File: src/rtl/tile_pkg.sv
// ---------------------------------------------------------------------------
// tile_pkg
// Shared types and constants for the tile ping-pong scheduler.
//   buf_state_e  : per-buffer state (FREE=0, FILL=1, FULL=2, FLUSH=3)
//   TILE_COUNT   : number of tile ids on the panel (ids 0x00..0x4F)
//   TILE_ID_W    : tile id width
//   TILE_ADDR_W  : pixel address width inside one tile buffer ({x[1:0], y[7:0]})
//   PIXEL_W      : pixel data width
// ---------------------------------------------------------------------------
package tile_pkg;

    typedef enum logic [1:0] {
        BUF_FREE  = 2'd0,
        BUF_FILL  = 2'd1,
        BUF_FULL  = 2'd2,
        BUF_FLUSH = 2'd3
    } buf_state_e;

    localparam int TILE_COUNT  = 80;
    localparam int TILE_ID_W   = $clog2(TILE_COUNT);
    localparam int TILE_ADDR_W = 10;
    localparam int PIXEL_W     = 16;

endpackage

File: src/rtl/tile_buffer_sched_if.sv
// ---------------------------------------------------------------------------
// tile_buffer_sched_if
// Bundles the producer write stream, the tile RAM write port and the flush
// handshake of the tile scheduler.
//   master : producer / flush unit side (drives draw_*, flush_done)
//   slave  : scheduler side (drives draw_ready, buf_*, flush_*, err_overrun)
// ---------------------------------------------------------------------------
interface tile_buffer_sched_if
    import tile_pkg::*;
#(
    parameter int ID_W = TILE_ID_W
) ();

    logic [PIXEL_W-1:0]     draw_wrdata;
    logic [TILE_ADDR_W-1:0] draw_wraddr;
    logic                   draw_we;
    logic [ID_W-1:0]        draw_id;
    logic                   draw_next;
    logic                   draw_ready;
    logic [PIXEL_W-1:0]     buf_wrdata;
    logic [TILE_ADDR_W-1:0] buf_wraddr;
    logic [1:0]             buf_we;
    logic                   flush_start;
    logic                   flush_buf;
    logic [ID_W-1:0]        flush_id;
    logic                   flush_done;
    logic                   err_overrun;

    modport master (
        output draw_wrdata, draw_wraddr, draw_we, draw_id, draw_next, flush_done,
        input  draw_ready, buf_wrdata, buf_wraddr, buf_we,
        input  flush_start, flush_buf, flush_id, err_overrun
    );

    modport slave (
        input  draw_wrdata, draw_wraddr, draw_we, draw_id, draw_next, flush_done,
        output draw_ready, buf_wrdata, buf_wraddr, buf_we,
        output flush_start, flush_buf, flush_id, err_overrun
    );

endinterface

File: src/rtl/tile_buf_state.sv
// ---------------------------------------------------------------------------
// tile_buf_state
// State and tile id of one tile buffer. Each request input only acts from
// the one state it is legal in, so the top may raise requests freely.
//   clk, rst     : clock, synchronous active-high reset
//   i_set_fill   : FREE  -> FILL
//   i_set_full   : FILL  -> FULL, captures i_full_id
//   i_set_flush  : FULL  -> FLUSH
//   i_set_free   : FLUSH -> FREE
//   o_state      : current state
//   o_id         : tile id stored at the last FULL transition
// ---------------------------------------------------------------------------
module tile_buf_state
    import tile_pkg::*;
#(
    parameter buf_state_e RST_STATE = BUF_FREE,
    parameter int         ID_W      = TILE_ID_W
) (
    input  logic            clk,
    input  logic            rst,
    input  logic            i_set_fill,
    input  logic            i_set_full,
    input  logic [ID_W-1:0] i_full_id,
    input  logic            i_set_flush,
    input  logic            i_set_free,
    output buf_state_e      o_state,
    output logic [ID_W-1:0] o_id
);

    buf_state_e      r_state;
    logic [ID_W-1:0] r_id;

    always_ff @(posedge clk) begin
        if (rst) begin
            r_state <= RST_STATE;
            r_id    <= '0;
        end else begin
            case (r_state)
                BUF_FREE:  if (i_set_fill)  r_state <= BUF_FILL;
                BUF_FILL:  if (i_set_full) begin
                               r_state <= BUF_FULL;
                               r_id    <= i_full_id;
                           end
                BUF_FULL:  if (i_set_flush) r_state <= BUF_FLUSH;
                BUF_FLUSH: if (i_set_free)  r_state <= BUF_FREE;
                default:                    r_state <= BUF_FREE;
            endcase
        end
    end

    assign o_state = r_state;
    assign o_id    = r_id;

endmodule

File: src/rtl/tile_buffer_sched.sv
// ---------------------------------------------------------------------------
// tile_buffer_sched
// Ping-pong scheduler between the tile producer and the LCD tile flush unit.
// Routes producer writes to the buffer being filled, closes a tile WR_LAT
// cycles after draw_next, hands full buffers to the flush unit in completion
// order and pulses draw_ready when the producer may start a new tile.
// Ports:
//   clk, rst       : clock, synchronous active-high reset
//   bus (slave)    : producer stream, tile RAM write port, flush handshake
//   stall_cycles   : (TILE_SCHED_STATS_EN only) cycles stalled waiting to switch
//   tiles_flushed  : (TILE_SCHED_STATS_EN only) accepted flush_done count
// Optional build macro: TILE_SCHED_STATS_EN adds the two statistics outputs.
// ---------------------------------------------------------------------------
module tile_buffer_sched
    import tile_pkg::*;
#(
    parameter int WR_LAT = 3,
    parameter int ID_W   = TILE_ID_W
) (
    input  logic                clk,
    input  logic                rst,
    tile_buffer_sched_if.slave  bus
`ifdef TILE_SCHED_STATS_EN
    ,
    output logic [15:0]         stall_cycles,
    output logic [15:0]         tiles_flushed
`endif
);

    localparam int CNT_W = 3;

    buf_state_e             w_state [2];
    logic [ID_W-1:0]        w_id    [2];
    logic [1:0]             w_set_fill, w_set_full, w_set_flush, w_set_free;

    logic                   r_wr_sel, r_rd_sel;
    logic                   r_close_pend;
    logic [CNT_W-1:0]       r_close_cnt;
    logic [ID_W-1:0]        r_pend_id;
    logic                   r_draw_ready;
    logic [PIXEL_W-1:0]     r_buf_wrdata;
    logic [TILE_ADDR_W-1:0] r_buf_wraddr;
    logic [1:0]             r_buf_we;
    logic                   r_flush_start, r_flush_buf;
    logic [ID_W-1:0]        r_flush_id;
    logic                   r_err_overrun;

    buf_state_e             w_wr_state, w_oth_state, w_rd_state;
    logic [ID_W-1:0]        w_close_id;
    logic                   w_close_fire, w_any_flush, w_switch, w_flush_go, w_flush_ack;

    assign w_wr_state  = w_state[r_wr_sel];
    assign w_oth_state = w_state[~r_wr_sel];
    assign w_rd_state  = w_state[r_rd_sel];
    assign w_any_flush = (w_state[0] == BUF_FLUSH) || (w_state[1] == BUF_FLUSH);
    assign w_switch    = (w_wr_state == BUF_FULL) && (w_oth_state == BUF_FREE);
    assign w_flush_go  = !w_any_flush && (w_rd_state == BUF_FULL);
    assign w_flush_ack = bus.flush_done && (w_rd_state == BUF_FLUSH);

    // With no write pipeline the tile closes in the draw_next cycle itself;
    // otherwise it closes in the cycle the counter steps from 1 to 0, so the
    // producer's last in-flight write still sees the buffer in FILL.
    generate
        if (WR_LAT == 0) begin : g_close_now
            assign w_close_fire = bus.draw_next;
            assign w_close_id   = bus.draw_id;
        end else begin : g_close_cnt
            assign w_close_fire = r_close_pend && (r_close_cnt == CNT_W'(1));
            assign w_close_id   = r_pend_id;
        end
    endgenerate

    generate
        for (genvar gi = 0; gi < 2; gi++) begin : g_buf
            logic w_is_wr, w_is_rd;
            assign w_is_wr         = (r_wr_sel == (gi != 0));
            assign w_is_rd         = (r_rd_sel == (gi != 0));
            assign w_set_fill[gi]  = w_switch && !w_is_wr;
            assign w_set_full[gi]  = w_close_fire && w_is_wr;
            assign w_set_flush[gi] = w_flush_go && w_is_rd;
            assign w_set_free[gi]  = w_flush_ack && w_is_rd;

            tile_buf_state #(
                .RST_STATE (buf_state_e'((gi == 0) ? BUF_FILL : BUF_FREE)),
                .ID_W      (ID_W)
            ) u_state (
                .clk         (clk),
                .rst         (rst),
                .i_set_fill  (w_set_fill[gi]),
                .i_set_full  (w_set_full[gi]),
                .i_full_id   (w_close_id),
                .i_set_flush (w_set_flush[gi]),
                .i_set_free  (w_set_free[gi]),
                .o_state     (w_state[gi]),
                .o_id        (w_id[gi])
            );
        end
    endgenerate

    always_ff @(posedge clk) begin
        if (rst) begin
            r_wr_sel      <= 1'b0;
            r_rd_sel      <= 1'b0;
            r_close_pend  <= 1'b0;
            r_close_cnt   <= '0;
            r_pend_id     <= '0;
            r_draw_ready  <= 1'b0;
            r_buf_wrdata  <= '0;
            r_buf_wraddr  <= '0;
            r_buf_we      <= '0;
            r_flush_start <= 1'b0;
            r_flush_buf   <= 1'b0;
            r_flush_id    <= '0;
            r_err_overrun <= 1'b0;
        end else begin
            r_buf_wrdata <= bus.draw_wrdata;
            r_buf_wraddr <= bus.draw_wraddr;
            r_buf_we     <= '0;
            if (bus.draw_we) begin
                if (w_wr_state == BUF_FILL) r_buf_we[r_wr_sel] <= 1'b1;
                else                        r_err_overrun      <= 1'b1;
            end

            if (WR_LAT != 0) begin
                if (r_close_pend) begin
                    r_close_cnt <= r_close_cnt - CNT_W'(1);
                    if (r_close_cnt == CNT_W'(1)) r_close_pend <= 1'b0;
                end
                if (bus.draw_next) begin
                    if (r_close_pend) begin
                        r_err_overrun <= 1'b1;
                    end else begin
                        r_close_pend <= 1'b1;
                        r_close_cnt  <= CNT_W'(WR_LAT);
                        r_pend_id    <= bus.draw_id;
                    end
                end
            end

            r_draw_ready <= w_switch;
            if (w_switch) r_wr_sel <= ~r_wr_sel;

            r_flush_start <= w_flush_go;
            if (w_flush_go) begin
                r_flush_buf <= r_rd_sel;
                r_flush_id  <= w_id[r_rd_sel];
            end
            if (w_flush_ack) r_rd_sel <= ~r_rd_sel;
        end
    end

    assign bus.draw_ready  = r_draw_ready;
    assign bus.buf_wrdata  = r_buf_wrdata;
    assign bus.buf_wraddr  = r_buf_wraddr;
    assign bus.buf_we      = r_buf_we;
    assign bus.flush_start = r_flush_start;
    assign bus.flush_buf   = r_flush_buf;
    assign bus.flush_id    = r_flush_id;
    assign bus.err_overrun = r_err_overrun;

`ifdef TILE_SCHED_STATS_EN
    logic [15:0] r_stall_cycles, r_tiles_flushed;

    always_ff @(posedge clk) begin
        if (rst) begin
            r_stall_cycles  <= '0;
            r_tiles_flushed <= '0;
        end else begin
            if ((w_wr_state == BUF_FULL) && !w_switch && (r_stall_cycles != 16'hFFFF))
                r_stall_cycles <= r_stall_cycles + 16'd1;
            if (w_flush_ack)
                r_tiles_flushed <= r_tiles_flushed + 16'd1;
        end
    end

    assign stall_cycles  = r_stall_cycles;
    assign tiles_flushed = r_tiles_flushed;
`endif

endmodule

File: src/flat_wrapper.sv
// flat-port wrapper written by rule: the top's interface ports become plain ports
module tile_buffer_sched_flat import tile_pkg::*;
#(
    parameter int WR_LAT = 3,
    parameter int ID_W   = TILE_ID_W
)
  (clk, rst, bus_draw_wrdata, bus_draw_wraddr, bus_draw_we, bus_draw_id, bus_draw_next, bus_flush_done, bus_draw_ready, bus_buf_wrdata, bus_buf_wraddr, bus_buf_we, bus_flush_start, bus_flush_buf, bus_flush_id, bus_err_overrun);
  tile_buffer_sched_if #(.ID_W(ID_W)) bus_i ();
  input  logic clk;
  input  logic rst;
  input wire logic [$bits(bus_i.draw_wrdata)-1:0] bus_draw_wrdata;
  input wire logic [$bits(bus_i.draw_wraddr)-1:0] bus_draw_wraddr;
  input wire logic [$bits(bus_i.draw_we)-1:0] bus_draw_we;
  input wire logic [$bits(bus_i.draw_id)-1:0] bus_draw_id;
  input wire logic [$bits(bus_i.draw_next)-1:0] bus_draw_next;
  input wire logic [$bits(bus_i.flush_done)-1:0] bus_flush_done;
  output wire logic [$bits(bus_i.draw_ready)-1:0] bus_draw_ready;
  output wire logic [$bits(bus_i.buf_wrdata)-1:0] bus_buf_wrdata;
  output wire logic [$bits(bus_i.buf_wraddr)-1:0] bus_buf_wraddr;
  output wire logic [$bits(bus_i.buf_we)-1:0] bus_buf_we;
  output wire logic [$bits(bus_i.flush_start)-1:0] bus_flush_start;
  output wire logic [$bits(bus_i.flush_buf)-1:0] bus_flush_buf;
  output wire logic [$bits(bus_i.flush_id)-1:0] bus_flush_id;
  output wire logic [$bits(bus_i.err_overrun)-1:0] bus_err_overrun;
  assign bus_i.draw_wrdata = bus_draw_wrdata;
  assign bus_i.draw_wraddr = bus_draw_wraddr;
  assign bus_i.draw_we = bus_draw_we;
  assign bus_i.draw_id = bus_draw_id;
  assign bus_i.draw_next = bus_draw_next;
  assign bus_i.flush_done = bus_flush_done;
  assign bus_draw_ready = bus_i.draw_ready;
  assign bus_buf_wrdata = bus_i.buf_wrdata;
  assign bus_buf_wraddr = bus_i.buf_wraddr;
  assign bus_buf_we = bus_i.buf_we;
  assign bus_flush_start = bus_i.flush_start;
  assign bus_flush_buf = bus_i.flush_buf;
  assign bus_flush_id = bus_i.flush_id;
  assign bus_err_overrun = bus_i.err_overrun;
  tile_buffer_sched #(.WR_LAT(WR_LAT), .ID_W(ID_W)) u_core (.clk(clk), .rst(rst), .bus(bus_i));
endmodule
File: config.mk
export PLATFORM = sky130hd
export DESIGN_NAME = tile_buffer_sched_flat
export DESIGN_NICKNAME = d
export VERILOG_FILES = /design/src/rtl/tile_pkg.sv /design/src/rtl/tile_buffer_sched_if.sv /design/src/rtl/tile_buf_state.sv /design/src/rtl/tile_buffer_sched.sv /design/src/flat_wrapper.sv
export SDC_FILE = /design/constraint.sdc
export NUM_CORES = 1
export LEC_CHECK = 0
export ABC_AREA = 1
export CORE_MARGIN = 2
export CORE_UTILIZATION = 43
export CTS_CLUSTER_DIAMETER = 120
export CTS_CLUSTER_SIZE = 14
export DETAILED_ROUTE_END_ITERATION = 8
export PLACE_DENSITY = 0.84
export SYNTH_ARGS = -nofsm -noshare
export SYNTH_HDL_FRONTEND = slang
export SYNTH_HIERARCHICAL = 1
export SYNTH_SLANG_ARGS = --single-unit
File: constraint.sdc
create_clock -name clk -period 1.6 [get_ports clk]
set_input_delay 0.24 -clock clk [delete_from_list [all_inputs] [get_ports clk]]
set_output_delay 0.24 -clock clk [all_outputs]
set_load 0.02 [all_outputs]
==> key figures <==
Status
  – Status: finished, final reports clean

Yosys
  – Yosys cell types: 26
  – Post-synthesis net count: 419
  – Seq/Total Area, Yosys: 0.5038
  – Mapped cell area: 0.002781 mm^2
  – Avg Cell Area, Syn: 7.558 um^2
  – Yosys warns: 6
  – Flops & latches, synth: 70
  – Post-synthesis instance total: 368

Setup path
  – Arrival time at the worst endpoint: 1.31 ns
  – Crit end category: output port
  – CP bufs+invs: 1
  – Critical path's top delay family: buffers and inverters
  – Worst EP required: 1.36 ns
  – Worst path max stage delay: 0.63 ns
  – Crit Path Category: flip-flop to output port
  – Worst-path fanout max: 2
  – Startpoint class of the critical path: flip-flop
  – CP cell instances: clkdlybuf4s50_1
  – Worst path slowest cell: clkdlybuf4s50_1

Floorplan
  – Die Y: 84.43 um
  – IO Pins: 77
  – Core Box Area: 0.006314 mm^2
  – Initial core utilization: 0.4405
  – Die outline width: 84.43 um
  – FP Rows: 29
  – Full die area: 0.007128 mm^2

Power and ir drop
  – Pwr Density: 1211 mW/mm^2
  – Worst vdd ir: 0.6388 mV
  – Leak: 1.779 nW

Routing
  – Average wire per standard cell: 11.41 um
  – DRC marker count from the first detailed-route iteration: 122
  – DRC: 0
  – Routed Antenna Nets: 0
  – Routed WL: 6208 um
  – Vias/cell: 4.619
  – Vias post-DR: 2,513
  – Initial DRT Pass Iterations: 6

Global route
  – Total grt overflow: 0
  – First-pass GRT wire length: 10,350 um
  – Number of global-route vias before repair: 2,355
  – GRT Util Overall: 0.1804
  – Pin count of the biggest net entering global routing: 27
  – Initial antenna violation count: 0

Placement
  – Port Buffers: 76
  – HPWL Detailed: 4586 um
  – Global placer's final weighted congestion: 0.8273
  – Placed cell areas: 0.003715 mm^2

STA
  – Count of pins over their slew limit: 0
  – Slew HR: 0.7765
  – Setup TNS Final: 0 ns
  – Max Clock Freq: 645.2 MHz
  – Max Clock Skew: 0.006262 ns
  – Fin crit period: 1.550 ns
  – Worst-Margin Slew: 0.3343 ns
  – Final setup fails: 0
  – RSZ-0062 raised after global routing: true
  – Fin crit share: 0.9687
  – Final Hold Viols: 0

CTS
  – Root buf cell: clkbuf_8
  – Worst-path clk slew: 0.07 ns
  – Worst skew pair latency: 0.34 ns
  – Hold buffers post-CTS: 0
  – CTS tree: done
  – Clk sinks: 70
  – CTS Buffer Depth: 2
  – Number of CTS-inserted buffers: 9
  – H-tree depth: 3

Final layout
  – Commonest non-fill, non-tap cell in the layout: nor2_1
  – Area growth syn-to-layout: 41.25%
  – Most frequent cells in the layout: 88 x nor2_1, 76 x clkdlybuf4s50_1, 65 x dfxtp_1
  – Layout cells sized above 1: 0.1071
  – Layout net count: 513
  – Cell area after layout: 0.003929 mm^2
  – # diodes: 0

Flow run
  – Max_cap viols: 0

Min path
  – Hold WC Path Type: primary input to flip-flop
==> power breakdown <==
part           switching [W]  internal, W
registers           0.000129      0.00190
logic               0.000779     0.000594
clock network       0.000635     0.000717
==> final timing paths <==
check                               start  cells after the start  slack (ns)                                  to
setup / recovery   u_core/bus.flush_id[4]                      1        0.05                     bus_flush_id[4]
hold reg to reg    u_core/bus.flush_id[5]                      2        0.47              u_core/bus.flush_id[5]
hold / removal        bus_draw_wrdata[14]                      3        0.41           u_core/bus.buf_wrdata[14]
setup reg to reg  u_core/g_buf[1].w_is_rd                     13        0.12  u_core/g_buf[0].u_state/o_state[1]
==> kinds of logic after synthesis <==
logic type / Yosys count / synth area share
adders and majority gates: 13 / 0.05848
buffers and inverters: 64 / 0.08727
AOI/OAI and AO/OA: 39 / 0.07333
DFF: 70 / 0.5038
and+or+nand+nor: 182 / 0.2771
==> stage by stage <==
stage	power [W]	hold WS, ns	std cells	worst slack (ns)	utilization
2_1_floorplan	0.002898	0.3341	368	0.06303	-
3_3_place_gp	0.003340	0.4520	528	0.09086	0.5884
3_5_place_dp	0.003392	0.4565	528	-0.01619	0.5884
4_1_cts	0.004742	0.3978	544	0.02726	0.6175
5_1_grt	0.005048	0.4020	544	-0.04833	0.6223
6_report	0.004756	0.4056	544	0.05006	0.6223
==> layout make-up <==
| type | instances | area, um^2 |
|---|---|---|
| fill | 567 | 2385 |
| sequential | 70 | 1418 |
| multi-input combinational | 234 | 1152 |
| timing repair buffer | 90 | 865.8 |
| inverter | 57 | 214.0 |
| clock buffer | 12 | 135.1 |
| tap | 77 | 96.34 |
| clock inverter | 4 | 47.55 |
==> metal layers <==
metal / global-route usage / up-vias / wire [um]
met2: 0.3095 / 57 / 3105
met3: 0.03835 / 10 / 220
met5: 0 / - / 0
met4: 0.09235 / 0 / 119
met1: 0.2125 / 1142 / 2764
li1: - / 1304 / -
==> synthesized netlist by cell type, drive strengths merged <==
library cell	n	area share
a21oi	13	0.023
nand2	71	0.10
inv	57	0.077
ha	13	0.058
nand3	13	0.025
nand4	1	0.0023
dfxtp	70	0.50
clkbuf	5	0.0067
o22ai	1	0.0023
nor2	92	0.13
buf	2	0.0036
o21ai	24	0.045
nand3b	1	0.0027
a221oi	1	0.0031
nor4	1	0.0023
and2	1	0.0023
or2	1	0.0023
nor3b	1	0.0027
==> sequential cells by signal (all words and copies together) (netlist names) <==
register                      count
u_core/bus.buf_wraddr            10
u_core/r_close_pend               1
u_core/g_buf.u_state/o_state      4
u_core/bus.flush_id               7
u_core/bus.buf_wrdata            16
u_core/g_buf.w_is_rd              1
u_core/bus.flush_buf              1
u_core/bus.buf_we                 2
u_core/bus.err_overrun            1
u_core/g_buf.u_state/o_id        14
u_core/r_close_cnt                3
u_core/r_pend_id                  7
u_core/bus.flush_start            1
u_core/bus.draw_ready             1
u_core/g_buf.w_is_wr              1
==> what timing repair did <==
action / CTS / global route
gates resized for setup: 1 / 13
buffers inserted: 0 / 0
hold endpoints to repair: 0 / 0
endpoints found under the setup margin: 3 / 11
pin swaps: 0 / 1
(Power assumes the default switching activity.)
